## src/rtl/pipelined_carry_alu_pkg.sv

```systemverilog
// Shared definitions for the pipelined carry ALU slice.
//   alu_op_e  : operation encoding carried on in_op and down the pipeline
//   chunk_w() : bits handled by each pipeline stage
package alu_pkg;

    typedef enum logic [1:0] {
        OP_ADD = 2'b00,
        OP_SUB = 2'b01,
        OP_XOR = 2'b10,
        OP_AND = 2'b11
    } alu_op_e;

    localparam int unsigned DEF_WIDTH  = 16;
    localparam int unsigned DEF_STAGES = 4;

    function automatic int unsigned chunk_w(input int unsigned width, input int unsigned stages);
        return width / stages;
    endfunction

endpackage

```

## src/rtl/pipelined_carry_alu_if.sv

```systemverilog
// Operand/result handshake bundle for pipelined_carry_alu.
//   in_valid/in_ready/in_a/in_b/in_cin/in_op : operand beat (master -> slave)
//   out_valid/out_ready/out_res/out_cout/out_prop/out_ones/out_zero : result beat
//   modport slave  : the ALU side
//   modport master : the operand source / result sink side
interface pipelined_carry_alu_if
    import alu_pkg::*;
#(
    parameter int unsigned WIDTH = DEF_WIDTH
) ();

    logic             in_valid;
    logic             in_ready;
    logic [WIDTH-1:0] in_a;
    logic [WIDTH-1:0] in_b;
    logic             in_cin;
    alu_op_e          in_op;

    logic             out_valid;
    logic             out_ready;
    logic [WIDTH-1:0] out_res;
    logic             out_cout;
    logic             out_prop;
    logic             out_ones;
    logic             out_zero;

    modport slave (
        input  in_valid, in_a, in_b, in_cin, in_op, out_ready,
        output in_ready, out_valid, out_res, out_cout, out_prop, out_ones, out_zero
    );

    modport master (
        output in_valid, in_a, in_b, in_cin, in_op, out_ready,
        input  in_ready, out_valid, out_res, out_cout, out_prop, out_ones, out_zero
    );

endinterface

```

## src/rtl/pipelined_carry_alu_carry_chunk.sv

```systemverilog
// One carry-chain chunk: CW-bit combinational add or bitwise logic.
//   i_a, i_b : operand slices (i_b already inverted by the caller for SUB)
//   i_cin    : carry into this chunk
//   i_op     : operation
//   o_sum    : chunk result
//   o_cout   : carry out of the chunk MSB (0 for XOR/AND)
//   o_prop   : chunk propagate, &(i_a ^ i_b)
module carry_chunk
    import alu_pkg::*;
#(
    parameter int unsigned CW = 4
) (
    input  logic [CW-1:0] i_a,
    input  logic [CW-1:0] i_b,
    input  logic          i_cin,
    input  alu_op_e       i_op,
    output logic [CW-1:0] o_sum,
    output logic          o_cout,
    output logic          o_prop
);

    logic [CW:0] w_add;

    assign w_add  = {1'b0, i_a} + {1'b0, i_b} + {{CW{1'b0}}, i_cin};
    assign o_prop = &(i_a ^ i_b);

    always_comb begin
        o_sum  = w_add[CW-1:0];
        o_cout = w_add[CW];
        case (i_op)
            OP_XOR: begin
                o_sum  = i_a ^ i_b;
                o_cout = 1'b0;
            end
            OP_AND: begin
                o_sum  = i_a & i_b;
                o_cout = 1'b0;
            end
            default: ;
        endcase
    end

endmodule

```

## src/rtl/pipelined_carry_alu.sv

```systemverilog
// Width-parametrised ALU slice with the carry chain split over STAGES registered
// chunks and a valid/ready pipeline. Latency STAGES, one beat per cycle.
//   clk, rst_n : clock, asynchronous active-low reset
//   bus        : pipelined_carry_alu_if.slave (operand beat in, result beat out)
module pipelined_carry_alu
    import alu_pkg::*;
#(
    parameter int unsigned WIDTH  = DEF_WIDTH,
    parameter int unsigned STAGES = DEF_STAGES
) (
    input  logic                  clk,
    input  logic                  rst_n,
    pipelined_carry_alu_if.slave  bus
);

    localparam int unsigned CW   = chunk_w(WIDTH, STAGES);
    localparam int unsigned LAST = STAGES - 1;

    if ((STAGES < 1) || (STAGES > WIDTH) || ((WIDTH % STAGES) != 0)) begin : g_param_err
        $error("pipelined_carry_alu: WIDTH must be a multiple of STAGES, 1 <= STAGES <= WIDTH");
    end

    // Per-stage pipeline registers. Stage k holds a partial result whose chunks
    // 0..k are final, plus the full operands so later stages can finish the sum.
    logic [STAGES-1:0] r_vld;
    logic [STAGES-1:0] r_c;
    logic [STAGES-1:0] r_p;
    logic [WIDTH-1:0]  r_a   [STAGES];
    logic [WIDTH-1:0]  r_b   [STAGES];
    logic [WIDTH-1:0]  r_res [STAGES];
    alu_op_e           r_op  [STAGES];
    logic              r_ones;
    logic              r_zero;

    // Inputs feeding each stage (stage 0 from the bus, stage k from stage k-1).
    logic [STAGES-1:0] w_src_v;
    logic [STAGES-1:0] w_src_c;
    logic [STAGES-1:0] w_src_p;
    logic [WIDTH-1:0]  w_src_a   [STAGES];
    logic [WIDTH-1:0]  w_src_b   [STAGES];
    logic [WIDTH-1:0]  w_src_res [STAGES];
    alu_op_e           w_src_op  [STAGES];

    logic [CW-1:0]     w_sum     [STAGES];
    logic [STAGES-1:0] w_cout;
    logic [STAGES-1:0] w_cprop;
    logic [WIDTH-1:0]  w_nxt_res [STAGES];
    logic [STAGES-1:0] w_adv;

    logic [WIDTH-1:0]  w_b_eff;
    logic              w_cin_eff;

    // SUB is A + ~B + 1; the carry-in is only honoured for ADD.
    always_comb begin
        w_b_eff   = bus.in_b;
        w_cin_eff = 1'b0;
        case (bus.in_op)
            OP_ADD: w_cin_eff = bus.in_cin;
            OP_SUB: begin
                w_b_eff   = ~bus.in_b;
                w_cin_eff = 1'b1;
            end
            default: ;
        endcase
    end

    always_comb begin
        w_src_v      = '0;
        w_src_c      = '0;
        w_src_p      = '0;
        w_src_v[0]   = bus.in_valid;
        w_src_c[0]   = w_cin_eff;
        w_src_p[0]   = 1'b1;
        w_src_a[0]   = bus.in_a;
        w_src_b[0]   = w_b_eff;
        w_src_res[0] = '0;
        w_src_op[0]  = bus.in_op;
        for (int unsigned k = 1; k < STAGES; k++) begin
            w_src_v[k]   = r_vld[k-1];
            w_src_c[k]   = r_c[k-1];
            w_src_p[k]   = r_p[k-1];
            w_src_a[k]   = r_a[k-1];
            w_src_b[k]   = r_b[k-1];
            w_src_res[k] = r_res[k-1];
            w_src_op[k]  = r_op[k-1];
        end
    end

    for (genvar g = 0; g < STAGES; g++) begin : g_chunk
        carry_chunk #(.CW(CW)) u_chunk (
            .i_a    (w_src_a[g][g*CW +: CW]),
            .i_b    (w_src_b[g][g*CW +: CW]),
            .i_cin  (w_src_c[g]),
            .i_op   (w_src_op[g]),
            .o_sum  (w_sum[g]),
            .o_cout (w_cout[g]),
            .o_prop (w_cprop[g])
        );
    end

    always_comb begin
        for (int unsigned k = 0; k < STAGES; k++) begin
            w_nxt_res[k]             = w_src_res[k];
            w_nxt_res[k][k*CW +: CW] = w_sum[k];
        end
    end

    // Stage k may load when it is empty or its content moves on this cycle;
    // evaluated from the output end back so bubbles collapse in one cycle.
    always_comb begin
        w_adv       = '0;
        w_adv[LAST] = ~r_vld[LAST] | bus.out_ready;
        for (int unsigned j = 1; j < STAGES; j++) begin
            w_adv[LAST-j] = ~r_vld[LAST-j] | w_adv[LAST-j+1];
        end
    end

    always_ff @(posedge clk or negedge rst_n) begin
        if (!rst_n) begin
            r_vld  <= '0;
            r_c    <= '0;
            r_p    <= '0;
            r_ones <= 1'b0;
            r_zero <= 1'b0;
            for (int unsigned k = 0; k < STAGES; k++) begin
                r_a[k]   <= '0;
                r_b[k]   <= '0;
                r_res[k] <= '0;
                r_op[k]  <= OP_ADD;
            end
        end else begin
            for (int unsigned k = 0; k < STAGES; k++) begin
                if (w_adv[k]) begin
                    r_vld[k] <= w_src_v[k];
                    if (w_src_v[k]) begin
                        r_c[k]   <= w_cout[k];
                        r_p[k]   <= w_src_p[k] & w_cprop[k];
                        r_a[k]   <= w_src_a[k];
                        r_b[k]   <= w_src_b[k];
                        r_res[k] <= w_nxt_res[k];
                        r_op[k]  <= w_src_op[k];
                    end
                end
            end
            if (w_adv[LAST] && w_src_v[LAST]) begin
                r_ones <= &w_nxt_res[LAST];
                r_zero <= ~|w_nxt_res[LAST];
            end
        end
    end

    assign bus.in_ready  = w_adv[0];
    assign bus.out_valid = r_vld[LAST];
    assign bus.out_res   = r_res[LAST];
    assign bus.out_cout  = r_c[LAST];
    assign bus.out_prop  = r_p[LAST];
    assign bus.out_ones  = r_ones;
    assign bus.out_zero  = r_zero;

endmodule

```

## src/flat_wrapper.sv

```systemverilog
// flat-port wrapper written by rule: the top's interface ports become plain ports
module pipelined_carry_alu_flat import alu_pkg::*;
#(
    parameter int unsigned WIDTH  = DEF_WIDTH,
    parameter int unsigned STAGES = DEF_STAGES
)
  (clk, rst_n, bus_in_valid, bus_in_a, bus_in_b, bus_in_cin, bus_in_op, bus_out_ready, bus_in_ready, bus_out_valid, bus_out_res, bus_out_cout, bus_out_prop, bus_out_ones, bus_out_zero);
  pipelined_carry_alu_if #(.WIDTH(WIDTH)) bus_i ();
  input  logic clk;
  input  logic rst_n;
  input wire logic [$bits(bus_i.in_valid)-1:0] bus_in_valid;
  input wire logic [$bits(bus_i.in_a)-1:0] bus_in_a;
  input wire logic [$bits(bus_i.in_b)-1:0] bus_in_b;
  input wire logic [$bits(bus_i.in_cin)-1:0] bus_in_cin;
  input wire logic [$bits(bus_i.in_op)-1:0] bus_in_op;
  input wire logic [$bits(bus_i.out_ready)-1:0] bus_out_ready;
  output wire logic [$bits(bus_i.in_ready)-1:0] bus_in_ready;
  output wire logic [$bits(bus_i.out_valid)-1:0] bus_out_valid;
  output wire logic [$bits(bus_i.out_res)-1:0] bus_out_res;
  output wire logic [$bits(bus_i.out_cout)-1:0] bus_out_cout;
  output wire logic [$bits(bus_i.out_prop)-1:0] bus_out_prop;
  output wire logic [$bits(bus_i.out_ones)-1:0] bus_out_ones;
  output wire logic [$bits(bus_i.out_zero)-1:0] bus_out_zero;
  assign bus_i.in_valid = bus_in_valid;
  assign bus_i.in_a = bus_in_a;
  assign bus_i.in_b = bus_in_b;
  assign bus_i.in_cin = bus_in_cin;
  assign bus_i.in_op = bus_in_op;
  assign bus_i.out_ready = bus_out_ready;
  assign bus_in_ready = bus_i.in_ready;
  assign bus_out_valid = bus_i.out_valid;
  assign bus_out_res = bus_i.out_res;
  assign bus_out_cout = bus_i.out_cout;
  assign bus_out_prop = bus_i.out_prop;
  assign bus_out_ones = bus_i.out_ones;
  assign bus_out_zero = bus_i.out_zero;
  pipelined_carry_alu #(.WIDTH(WIDTH), .STAGES(STAGES)) u_core (.clk(clk), .rst_n(rst_n), .bus(bus_i));
endmodule
```

## config.mk

```make
export PLATFORM = sky130hd
export DESIGN_NAME = pipelined_carry_alu_flat
export DESIGN_NICKNAME = d
export VERILOG_FILES = /design/src/rtl/pipelined_carry_alu_pkg.sv /design/src/rtl/pipelined_carry_alu_if.sv /design/src/rtl/pipelined_carry_alu_carry_chunk.sv /design/src/rtl/pipelined_carry_alu.sv /design/src/flat_wrapper.sv
export SDC_FILE = /design/constraint.sdc
export NUM_CORES = 1
export LEC_CHECK = 0
export CAP_MARGIN = 5
export CORE_MARGIN = 2
export CORE_UTILIZATION = 61
export DETAILED_ROUTE_END_ITERATION = 10
export HOLD_SLACK_MARGIN = 0.05
export PLACE_DENSITY = 0.91
export SLEW_MARGIN = 20
export SYNTH_ARGS = -nofsm -noshare
export SYNTH_HDL_FRONTEND = slang
export SYNTH_SLANG_ARGS = --single-unit
```

## constraint.sdc

```tcl
create_clock -name clk -period 6.2 [get_ports clk]
set_clock_uncertainty 0.2 [all_clocks]
set_input_delay 1.86 -clock clk [delete_from_list [all_inputs] [get_ports clk]]
set_output_delay 1.86 -clock clk [all_outputs]
set_load 0.02 [all_outputs]
```

==> flow_summary.ini <==
[floorplanning]
dieArea_um2 = 9660
pin_count = 61
fp.coreArea_um2 = 8680
start_util_pct = 62.5
die_w_um = 98.3
dieHeight_um = 98.3
core.rowCount = 34

[timing]
timing.fmax_mhz = 186
setup_violations = 0
drv_slew = 0
max-slew-margin-rel_pct = 42.7
finalHoldViolCount = 0
fin_crit_sh_pct = 86.9
rsz0062_at_grt = false
tns_ns = 0
finalCriticalPeriod_ns = 5.39
fin_ws_ns = 0.814
tightestPinTransition_ns = 0.856

[detailed_routing]
wl_met2_um = 4570
dr_total_vias = 3316
dr_wl_met3_um = 361
drt-met1-wl_um = 4270
totalWireLength_um = 9390
drc = 0
wl_per_cell_um = 15.9
dr.pass1.iters = 4
drt_iter0_drc = 116
routed_via_density = 5.63
maxUsedRoutingLayer = met4
ant_nets = 0

[setup_path]
critPathKind = in2out
reg2reg_from = u_core.r_a[28]$_DFFE_PN0P_
rrSetupSlack_ns = 3.74
crit_path_max_incr_delay_ns = 0.63
cpMostUsedCell = clkdlybuf4s50_1
r2r-end = u_core.bus.out_zero$_DFFE_PN0P_
cp-end-kind = output pin
worstPathArrival_ns = 3.33
required_ns = 4.14
critical_path.cell_chain = clkdlybuf4s50_1, and4b_4, nand2_1, clkdlybuf4s50_1
reg2reg_depth = 7
cp_slowest_cell = clkdlybuf4s50_1
cp-start-kind = input pin
crit_path_max_fanout = 3

[placed_design]
gp_congestion = 0.796
post-place-ws_ns = 0.828
io_buffer_count = 60
dp_hpwl_um = 6780

[synth]
synth_cell_type_count = 43
synthCells = 443
synth.cell_area_um2 = 5430
synthesis.nets = 506
ys_warn_count = 0
seq_area_frac_synth_pct = 49.8
synth.avg_cell_area_um2 = 12.2
ys_seq_elements = 108

[final_layout]
area_growth_pct = 12.2
layout_common_cells = dfrtp_1 (108), mux2_2 (60), clkdlybuf4s50_1 (59)
final_common_cell = dfrtp_1
diodes = 0
fillers = 590
nets = 539
drive_above_1_share_pct = 20.6

[clock_tree]
cts_inserted_buffers = 9
cts-root-buf = clkbuf_8
clockBufferDepth = 2
cts_resized = 0
cts_htree_levels = 3
ctsHoldBuffers = 0
cts_sinks = 108
clkTransAtPathRegs_ns = 0.10
clk_latency_ns = 0.36
cts_setup_buffers = 0
cts_tree = done

[status]
status = finished, final reports clean

[pwr]
peakVddDrop_mv = 0.157
finalPower_mw = 2.46
leakage_nw = 2.75
powerDensity_nw_per_um2 = 404

[hold_path]
hp-class = reg2reg
hold_end = u_core.bus.out_res[15]$_DFFE_PN0P_
worstHoldStart = u_core.bus.out_res[15]$_DFFE_PN0P_
holdPathStages = 2

[grt]
grt_pass1_vias = 3212
gr-total-overflow = 0
grt_max_degree = 56
antenna_found_initial = 0
grt_pass1_wl_um = 15400
grt_use_total_pct = 19.8

[flow_run]
cap_violations = 0
through the flow:
stage	hold WS (ns)	utilization, %	std cells	area, um^2
after floorplan	0.246	-	443	5430
after global placement	0.261	67.9	573	5890
after CTS	0.286	70.1	589	6080
final	0.292	70.1	589	6090
after global routing	0.313	70.1	589	6090
after detailed placement	0.267	67.9	573	5890
metal layers:
layer	GRT usage, %	vias to the layer above
met5	0	-
met4	8.22	0
met3	2.86	16
met2	32.6	89
met1	26.8	1636
li1	-	1575
cell type report:
| class | instances | area, um^2 | share of cell area [%] |
|---|---|---|---|
| clock buffers | 12 | 145 | 2.38 |
| multi-input cells | 279 | 2380 | 39.1 |
| clock inverters | 4 | 48.8 | 0.802 |
| repair buffers | 62 | 613 | 10.1 |
| well taps | 108 | 135 | 2.22 |
| flip-flops and latches | 108 | 2700 | 44.4 |
| inverters | 16 | 60.1 | 0.987 |
state kept, by name, indices dropped and copies added (netlist names):
signal	flops
u_core.r_a	24
u_core.r_b	24
u_core.r_res	24
u_core.bus.out_res	16
u_core.r_op	6
u_core.r_c	4
u_core.r_p	4
u_core.r_vld	4
u_core.bus.out_ones	1
u_core.bus.out_zero	1
synth_stat cells:
library cell | count | share of area [%]
buf_4 | 18 | 2.5
nor3_1 | 1 | 0.092
nor3b_1 | 1 | 0.14
nand4_1 | 5 | 0.58
nor2_1 | 7 | 0.48
buf_1 | 1 | 0.069
nor4_1 | 5 | 0.58
mux2i_1 | 13 | 2.4
o21a_1 | 2 | 0.28
o21ai_1 | 1 | 0.092
nand2_1 | 39 | 2.7
a22o_1 | 1 | 0.16
o211ai_1 | 1 | 0.14
and4b_4 | 1 | 0.25
inv_1 | 16 | 1.1
fa_1 | 8 | 3.0
or3b_1 | 1 | 0.16
buf_2 | 10 | 0.92
clkbuf_1 | 4 | 0.28
o21ai_0 | 28 | 2.6
or2_2 | 1 | 0.12
clkbuf_2 | 1 | 0.092
nand2b_4 | 1 | 0.25
nor2b_1 | 3 | 0.35
dfrtp_1 | 108 | 50
a21o_1 | 6 | 0.83
xor2_1 | 10 | 1.6
mux2_2 | 60 | 12
ha_1 | 16 | 3.7
xnor2_1 | 11 | 1.8
o31a_1 | 1 | 0.16
a21oi_1 | 16 | 1.5
nand4b_1 | 1 | 0.16
nand2_2 | 1 | 0.12
nand2b_1 | 4 | 0.46
nand3b_1 | 2 | 0.28
and3_1 | 3 | 0.35
buf_8 | 2 | 0.55
mux2_4 | 17 | 4.7
o31ai_1 | 7 | 0.97
o21bai_1 | 1 | 0.14
buf_6 | 4 | 0.83
nand3_1 | 4 | 0.37
report_power, final:
part | internal [mW] | switching (mW)
registers | 0.922 | 0.185
clock network | 0.198 | 0.220
logic | 0.497 | 0.435
total | 1.62 | 0.841
cells by family after synthesis:
logic type	synth area share (%)
DFF	49.8
muxes	19.6
and+or+nand+nor	7.43
AOI/OAI and AO/OA	6.83
buffers and inverters	6.34
adders and majority gates	6.64
xor gates and xnor gates	3.39
worst max-delay path by stage:
stage,start,to,cells past startpoint
6_report,bus_out_ready,bus_in_ready,4
5_1_grt,bus_out_ready,bus_in_ready,4
4_1_cts,bus_out_ready,bus_in_ready,4
3_5_place_dp,bus_out_ready,bus_in_ready,4
3_3_place_gp,bus_out_ready,bus_in_ready,4
2_1_floorplan,bus_out_ready,bus_in_ready,2
worst max-delay path, delay by kind of cell:
kind	cells	cell delay, ns
buf+inv	2	1.12
simple gates	2	0.35
Note: power is estimated with default switching activity, not from simulation.
